[config.mk]
export PLATFORM = sky130hd
export DESIGN_NAME = imem_loader
export DESIGN_NICKNAME = d
export VERILOG_FILES = /design/src/rtl/imem_loader.sv
export SDC_FILE = /design/constraint.sdc
export NUM_CORES = 1
export LEC_CHECK = 0
export BUFFER_PORTS_ARGS = -buffer_cell sky130_fd_sc_hd__buf_2
export CAP_MARGIN = 20
export CORE_ASPECT_RATIO = 1.2
export CORE_MARGIN = 8
export CORE_UTILIZATION = 30
export CTS_CLUSTER_DIAMETER = 30
export DETAILED_ROUTE_END_ITERATION = 8
export GPL_ROUTABILITY_DRIVEN = 0
export HOLD_SLACK_MARGIN = 0.06
export PLACE_DENSITY_LB_ADDON = 0.2
export SLEW_MARGIN = 5
export SYNTH_ARGS = -nofsm -noshare
export SYNTH_HDL_FRONTEND = slang
export SYNTH_SLANG_ARGS = --single-unit
[constraint.sdc]
create_clock -name clk -period 2.3 [get_ports clk]
set_clock_uncertainty 0.1 [all_clocks]
set_input_delay 0.115 -clock clk [delete_from_list [all_inputs] [get_ports clk]]
set_output_delay 0.115 -clock clk [all_outputs]
set_load 0.01 [all_outputs]
[src/rtl/imem_loader.sv]
// imem_loader: boot-time loader that fills the instruction memory from a byte
// stream (16-bit big-endian word count, then N big-endian 32-bit words) and
// holds the pipeline in reset until the image is complete.
// Optional feature macro: IMEM_LOADER_CHECKSUM_EN adds a trailing XOR checksum
// byte (CHK state + 8-bit accumulator); a mismatch ends in ERROR.
module imem_loader #(
  parameter int unsigned ADDR_W = 10
) (
  input  logic              clk,
  input  logic              reset,
  input  logic              rx_valid,
  input  logic [7:0]        rx_byte,
  output logic              rx_ready,
  output logic              imem_we,
  output logic [ADDR_W-1:0] imem_addr,
  output logic [31:0]       imem_wdata,
  output logic              cpu_reset,
  output logic              done,
  output logic              error
);

  localparam int unsigned IDX_W = ADDR_W + 1;
  localparam int unsigned CNT_W = 17;
  localparam logic [CNT_W-1:0] MAX_WORDS = CNT_W'(1) << ADDR_W;

  typedef enum logic [2:0] {
    S_CNT_HI,
    S_CNT_LO,
    S_DATA,
    S_FLUSH,
`ifdef IMEM_LOADER_CHECKSUM_EN
    S_CHK,
`endif
    S_DONE,
    S_ERROR
  } state_t;

  state_t            r_state;
  state_t            w_next;
  logic [7:0]        r_cnt_hi;
  logic [IDX_W-1:0]  r_last_idx;
  logic [IDX_W-1:0]  r_idx;
  logic [1:0]        r_bcnt;
  logic [23:0]       r_asm;
`ifdef IMEM_LOADER_CHECKSUM_EN
  logic [7:0]        r_xor;
`endif

  logic              r_rx_ready;
  logic              r_imem_we;
  logic [ADDR_W-1:0] r_imem_addr;
  logic [31:0]       r_imem_wdata;
  logic              r_cpu_reset;
  logic              r_done;
  logic              r_error;

  logic              w_accept;
  logic [15:0]       w_count;
  logic              w_word_end;
  logic              w_last_word;
  logic              w_rdy_next;

  assign w_accept    = rx_valid & r_rx_ready;
  assign w_count     = {r_cnt_hi, rx_byte};
  assign w_word_end  = w_accept && (r_state == S_DATA) && (r_bcnt == 2'd3);
  assign w_last_word = (r_idx == r_last_idx);

  // State register
  always_ff @(posedge clk) begin
    if (!reset) begin
      r_state <= S_CNT_HI;
    end else begin
      r_state <= w_next;
    end
  end

  // Next-state logic and the ready level the next state will present
  always_comb begin
    w_next     = r_state;
    w_rdy_next = 1'b0;
    case (r_state)
      S_CNT_HI: begin
        if (w_accept) w_next = S_CNT_LO;
      end
      S_CNT_LO: begin
        if (w_accept) begin
          if ((w_count == 16'd0) || ({1'b0, w_count} > MAX_WORDS)) begin
            w_next = S_ERROR;
          end else begin
            w_next = S_DATA;
          end
        end
      end
      S_DATA: begin
        if (w_word_end && w_last_word) begin
`ifdef IMEM_LOADER_CHECKSUM_EN
          w_next = S_CHK;
`else
          w_next = S_FLUSH;
`endif
        end
      end
      S_FLUSH: begin
        w_next = S_DONE;
      end
`ifdef IMEM_LOADER_CHECKSUM_EN
      S_CHK: begin
        if (w_accept) begin
          w_next = ((r_xor ^ rx_byte) == 8'h00) ? S_DONE : S_ERROR;
        end
      end
`endif
      S_DONE:  w_next = S_DONE;
      S_ERROR: w_next = S_ERROR;
      default: w_next = S_ERROR;
    endcase
    case (w_next)
      S_CNT_HI, S_CNT_LO, S_DATA: w_rdy_next = 1'b1;
`ifdef IMEM_LOADER_CHECKSUM_EN
      S_CHK:                      w_rdy_next = 1'b1;
`endif
      default:                    w_rdy_next = 1'b0;
    endcase
  end

  // Count capture, word assembly and word index
  always_ff @(posedge clk) begin
    if (!reset) begin
      r_cnt_hi   <= 8'h00;
      r_last_idx <= '0;
      r_idx      <= '0;
      r_bcnt     <= 2'd0;
      r_asm      <= 24'h0;
`ifdef IMEM_LOADER_CHECKSUM_EN
      r_xor      <= 8'h00;
`endif
    end else if (w_accept) begin
      case (r_state)
        S_CNT_HI: r_cnt_hi <= rx_byte;
        S_CNT_LO: begin
          r_last_idx <= IDX_W'(w_count - 16'd1);
          r_idx      <= '0;
          r_bcnt     <= 2'd0;
        end
        S_DATA: begin
          r_asm  <= {r_asm[15:0], rx_byte};
          r_bcnt <= r_bcnt + 2'd1;
          if (r_bcnt == 2'd3) r_idx <= r_idx + IDX_W'(1);
        end
        default: ;
      endcase
`ifdef IMEM_LOADER_CHECKSUM_EN
      r_xor <= r_xor ^ rx_byte;
`endif
    end
  end

  // Registered outputs, all derived from the state being entered
  always_ff @(posedge clk) begin
    if (!reset) begin
      r_rx_ready   <= 1'b0;
      r_imem_we    <= 1'b0;
      r_imem_addr  <= '0;
      r_imem_wdata <= 32'h0;
      r_cpu_reset  <= 1'b1;
      r_done       <= 1'b0;
      r_error      <= 1'b0;
    end else begin
      r_rx_ready  <= w_rdy_next;
      r_imem_we   <= w_word_end;
      if (w_word_end) begin
        r_imem_addr  <= r_idx[ADDR_W-1:0];
        r_imem_wdata <= {r_asm, rx_byte};
      end
      r_done      <= (w_next == S_DONE);
      r_error     <= (w_next == S_ERROR);
      r_cpu_reset <= (w_next != S_DONE);
    end
  end

  assign rx_ready   = r_rx_ready;
  assign imem_we    = r_imem_we;
  assign imem_addr  = r_imem_addr;
  assign imem_wdata = r_imem_wdata;
  assign cpu_reset  = r_cpu_reset;
  assign done       = r_done;
  assign error      = r_error;

endmodule

# Word level (Yosys, flattened, before mapping)
# Cells that the tools add are included.
dict set report totals {
  register_bits 106
  input_bits 11
  output_inout_bits 47
  wordCells 54
}
dict set report op_classes {
  add_sub_neg 3
  magnitude_cmp 1
  n_eq_ne 12
  muxes 9
  n_bitwise 1
  reduce_logical 15
}
# op count
set ops {}
lappend ops {{11-bit one-hot mux with 2 select lines} 1}
lappend ops {{16-bit by 11-bit greater-than comparator with 1-bit output, second input constant} 1}
lappend ops {{16-bit zero test} 1}
lappend ops {{3-bit 2-to-1 mux} 4}
lappend ops {{3-bit one-hot mux with 4 select lines} 1}
lappend ops {{11-bit by 1-bit adder with 11-bit output, second input constant} 1}
lappend ops {{11-bit == test} 1}
lappend ops {{11-bit 2-to-1 mux} 1}
lappend ops {{11-bit by 1-bit subtractor with 11-bit output, second input constant} 1}
lappend ops {{3-bit by 2-bit == test with 1-bit output, second input constant} 3}
lappend ops {{3-bit == test, second input constant} 3}
lappend ops {{2-bit AND reduction} 4}
lappend ops {{3-bit by 1-bit == test with 1-bit output, second input constant} 2}
lappend ops {{3-bit zero test} 2}
lappend ops {{2-bit one-hot mux with 2 select lines} 1}
lappend ops {{1-bit logical AND} 3}
lappend ops {{3-bit inequality test, second input constant} 1}
lappend ops {{3-bit AND reduction} 1}
lappend ops {{3-bit OR reduction} 1}
lappend ops {{2-bit by 1-bit adder with 2-bit output, second input constant} 1}
lappend ops {{2-bit == test, second input constant} 1}
lappend ops {{2-bit by 1-bit inequality test with 1-bit output, second input constant} 1}
lappend ops {{2-bit nonzero test} 1}
lappend ops {{2-bit OR reduction} 1}
lappend ops {{other kinds (3)} 3}

# Depth between registers and ports, before layout
dict set report depth {
  ltp_word 9
  mapped_depth 7
  mapped_depth_nobuf 7
}

# Least setup slack after synthesis
# No wires, ideal clock.
dict set report synth_path {
  path_kind {input port to flip-flop}
  from {input rx_byte[5]}
  to {register r_error (netlist: error)}
  setup_time_ps 130
  arrival_ps 1894
  t_required_ps 2070
  setup_slack_ps 177
  stages 6
  path_buffers 1
  cell_sequence {buf_2 > or4_4 > o31a_1 > or4_4 > a211oi_2 > nor3b_1}
}
dict set report synth_via {
  elab_chain_len 6
  elab_cells_between_ends 7
  classes_between {order compare: 1; eq/ne: 1; mux: 3; reduce/logical: 2}
}
# element line
set synth_rtl {}
lappend synth_rtl {{from (decl)} 12} ;# input logic [7:0] rx_byte,
lappend synth_rtl {{16-bit by 11-bit greater-than comparator with 1-bit output / 16-bit zero test (equally long branches)} 87} ;# if ((w_count == 16'd0) || ({1'b0, w_count} > MAX_WORDS)) begin
lappend synth_rtl {{1-bit logical OR *} 87}
lappend synth_rtl {{3-bit 2-to-1 mux *} 87}
lappend synth_rtl {{3-bit 2-to-1 mux *} 86} ;# if (w_accept) begin
lappend synth_rtl {{3-bit one-hot mux with 4 select lines *} 81} ;# case (r_state)
lappend synth_rtl {{3-bit == test *} 176} ;# r_error <= (w_next == S_ERROR);
lappend synth_rtl {{to (signal assigned)} 176}
lappend synth_rtl {{to (decl)} 55} ;# logic r_error;
# Every way passes the cells marked *; elsewhere a longest branch is shown, timed or not.
# A chain may end at the register's enable or synchronous reset.

# Worst setup path in the final report
dict set report layout_path {
  from {input rx_byte[2]}
  to {register r_error (netlist: error)}
}
# Same word-level chain as after synthesis.

==> results.md <==
- Post-synth ARST share: 0%
- Core Box Area: 13640 sq um
- Syn nets: 524
- Row Count: 47
- Die width: 123.4 microns
- Arrival @ worst endpoint: 2.31 ns
- Slew HR: 59.35%
- CTS root buffer: clkbuf_16
- Fin crit share: 95.31%
- Routed vias/inst: 4.760
- Share of cells above drive strength 1: 17.83%
- Worst-margin pin slew: between 0.5 and 0.6 ns
- Syn_area_per_cell: about 8 sq um
- WL/cell: 13.96 microns
- Status: finished clean
- TritonCTS Buffers: 9
- CTS HTree Levels: 3
- Final HPWL DP: 7.405 mm
- Peak Freq: between 0.4 and 0.5 GHz
- CTS Buffer Depth: 2
- Worst r2r dst: error
- CTS sink count: 106
- Sequential share of the synthesized area: 51.13%
- Starting DRC count in detailed routing: 244
- Final total power: around 3.7 mW
- Leak: 1.912 nW
- Critical Path Sink Type: flip-flop
- Die H: 144.8 microns
- Min-Delay Path Class: input pin to flip-flop
- FF-to-FF path depth: 7
- CP startpoint kind: input pin
- Critical Path RT: 2.42 ns
- Gr ovfl total: 0
- Starting Density: approximately 30%
- Final setup TNS: 0 ns
- Vias in the first global route: about 3400
- Slew Limit Fails: 0
- Total die area: 17870 sq um
- Area delta synth->final: 21.80%
- IO Pins: 58
- First-pass GRT wire length: between 15 and 20 mm
- Share of Yosys cell area claimed by the top area cell type: about half
- Crit-path max FO: 3
- Post-Syn Instances: 509
- Total Nets Final: 582
- Total Routing Usage GR: 12.05%
- FF+latch count, synth: 106
- Via count: 3537
- Fin crit period: approximately 2.2 ns
- Type of the worst setup path: input pin to flip-flop
- R2r setup slk: 0.28 ns
- Ys flop type: dfxtp_1
- Post-DRT Antenna Nets: 0
- Skew-Pair Late Insertion Delay: approximately 0.35 ns
- Largest net degree at the start of global routing: 70
- Setup repair bufs after CTS: 0
- Fin. Hold Viols: 0
- RSZ-0062 raised after global routing: no
- Cell area after synthesis: 4150 sq um
- Remaining DRCs: 0
- Max_cap viols: 0
- I/O Buffers: 57
- Worst min-delay path startpoint: rx_byte[0]
- Largest area contributor in the netlist: dfxtp_1
- DRT Pass-1 Iters: 4
- Final setup violation count: 0
- Worst Hold End: r_asm[0]
- Final WL: 10.37 mm
- Pwr dens: around 730 nW/um^2
- Number of synthesized flops with an enable pin: 0
- Netlist cell types: 38
- CTS tree: done
- Worst Hold Depth: 4
- Count of antenna diodes in the layout: 0
- Worst r2r src: r_bcnt[0]
- Worst-path clk slew: 0.08 ns
- Worst vdd ir: between 0.3 and 0.4 mV
- Syn. warnings: 0
- Area contributors post-synth: dfxtp_1 (51%), nand2_1 (13%), a21oi_1 (9.2%)
- Antenna violations before repair: 0
==> registers in the layout, summed over array words and instances, names as in the netlist <==
name and count:
r_cnt_hi 8, r_state 3, r_last_idx 11, error 1, imem_addr 10, r_bcnt 2
r_asm 24, rx_ready 1, imem_we 1, imem_wdata 32, r_idx 11, cpu_reset 1
done 1
==> cells in the final DEF, fill, tap and decap left out, types with 5 or more instances in the layout <==
cell type and count:
nand2_1 145, buf_4 18, nand4_1 11, buf_2 57, a21oi_1 76, nor3_1 5
nor2_1 40, clkbuf_16 9, xnor2_1 16, xor2_1 9, mux2i_1 6, dfxtp_1 106
a211oi_1 8
==> cells by family (layout without fill, tap and decap cells) <==
kind of cell | Yosys count | after routing | synth area share [%]
XOR/XNOR | 25 | 25 | 5.276
AO/OA/AOI/OAI | 97 | 97 | 13.08
AND/OR/NAND/NOR | 233 | 233 | 24.21
adder cells (fa/ha/maj) | 4 | 4 | 1.206
multiplexers | 6 | 6 | 1.447
flip-flops | 106 | 106 | 51.13
buffers and inverters | 38 | 101 | 3.648
==> routing by layer <==
layer	GRT usage (%)	routed length [microns]
met1	15.17	4970
met2	19.67	4824
met3	1.747	410
met4	5.968	167
met5	0	0
==> layout make-up <==
type / instances / area [sq um]
clock buffer: 9 / 225.2
inverter: 4 / 15.01
sequential: 106 / 2122
fill: 1442 / 8588
multi-input combinational: 365 / 1892
timing repair buffer: 81 / 500.5
clock inverter: 7 / 86.33
tap: 171 / 214.0
==> stage by stage <==
stage                     cell area [sq um]  util [%]  std cells  setup WS, ns  hold WS [ns]
after global routing                   5055     37.05        743       0.04906       0.09535
after CTS                              5047     37.00        743       0.02486       0.06347
after detailed placement               4696     34.42        723       0.01329        0.2878
final                                  5055     37.05        743        0.1079       0.07380
after global placement                 4696     34.42        723       0.05595        0.2813
after floorplan                        4150         -        509        0.1766       0.08895
==> worst max-delay path by stage <==
stage                     startpoint     to  slack [ns]  cells past startpoint
after floorplan           rx_byte[5]  error        0.18                      6
after global placement    rx_byte[0]  error        0.06                      8
after detailed placement  rx_byte[1]  error        0.01                      8
after CTS                 rx_byte[2]  error        0.02                      7
after global routing      rx_byte[2]  error        0.05                      7
final                     rx_byte[2]  error        0.11                      7
==> Yosys cell counts (all sizes together) (2+ instances only) <==
library cell / instances
nand3b: 2
xnor2: 16
and2: 2
a211oi: 9
nor2b: 2
dfxtp: 106
mux2i: 6
nand2b: 2
nand3: 4
buf: 2
nand2: 145
or4: 4
nor4: 3
a21oi: 76
nor2: 41
or2: 2
clkbuf: 32
inv: 4
nor3: 6
xor2: 9
or3: 2
o211a: 2
ha: 4
nor3b: 4
o21ai: 4
nand4: 11
==> power by group <==
| part | switching (mW) | internal, mW | leakage (nW) |
|---|---|---|---|
| sequential | 0.0199 | 1.85 | 0.855 |
| clock | 0.731 | 0.866 | 0.154 |
| combinational | 0.114 | 0.0836 | 0.903 |
==> worst max-delay path, stage by stage <==
cell and delay (ns):
dlygate4sd3_1 0.52, buf_2 0.12, or3b_2 0.51, o31a_1 0.27, or4_4 0.46, a211oi_4 0.24
nor3b_1 0.07
==> timing repair <==
action / CTS / global route
hold buffers: 4 / 0
endpoints found under the hold margin: 9 / 0
gates resized for setup: 0 / 2
endpoints found under the setup margin: 0 / 4
Power figures use the tool's default switching activity.
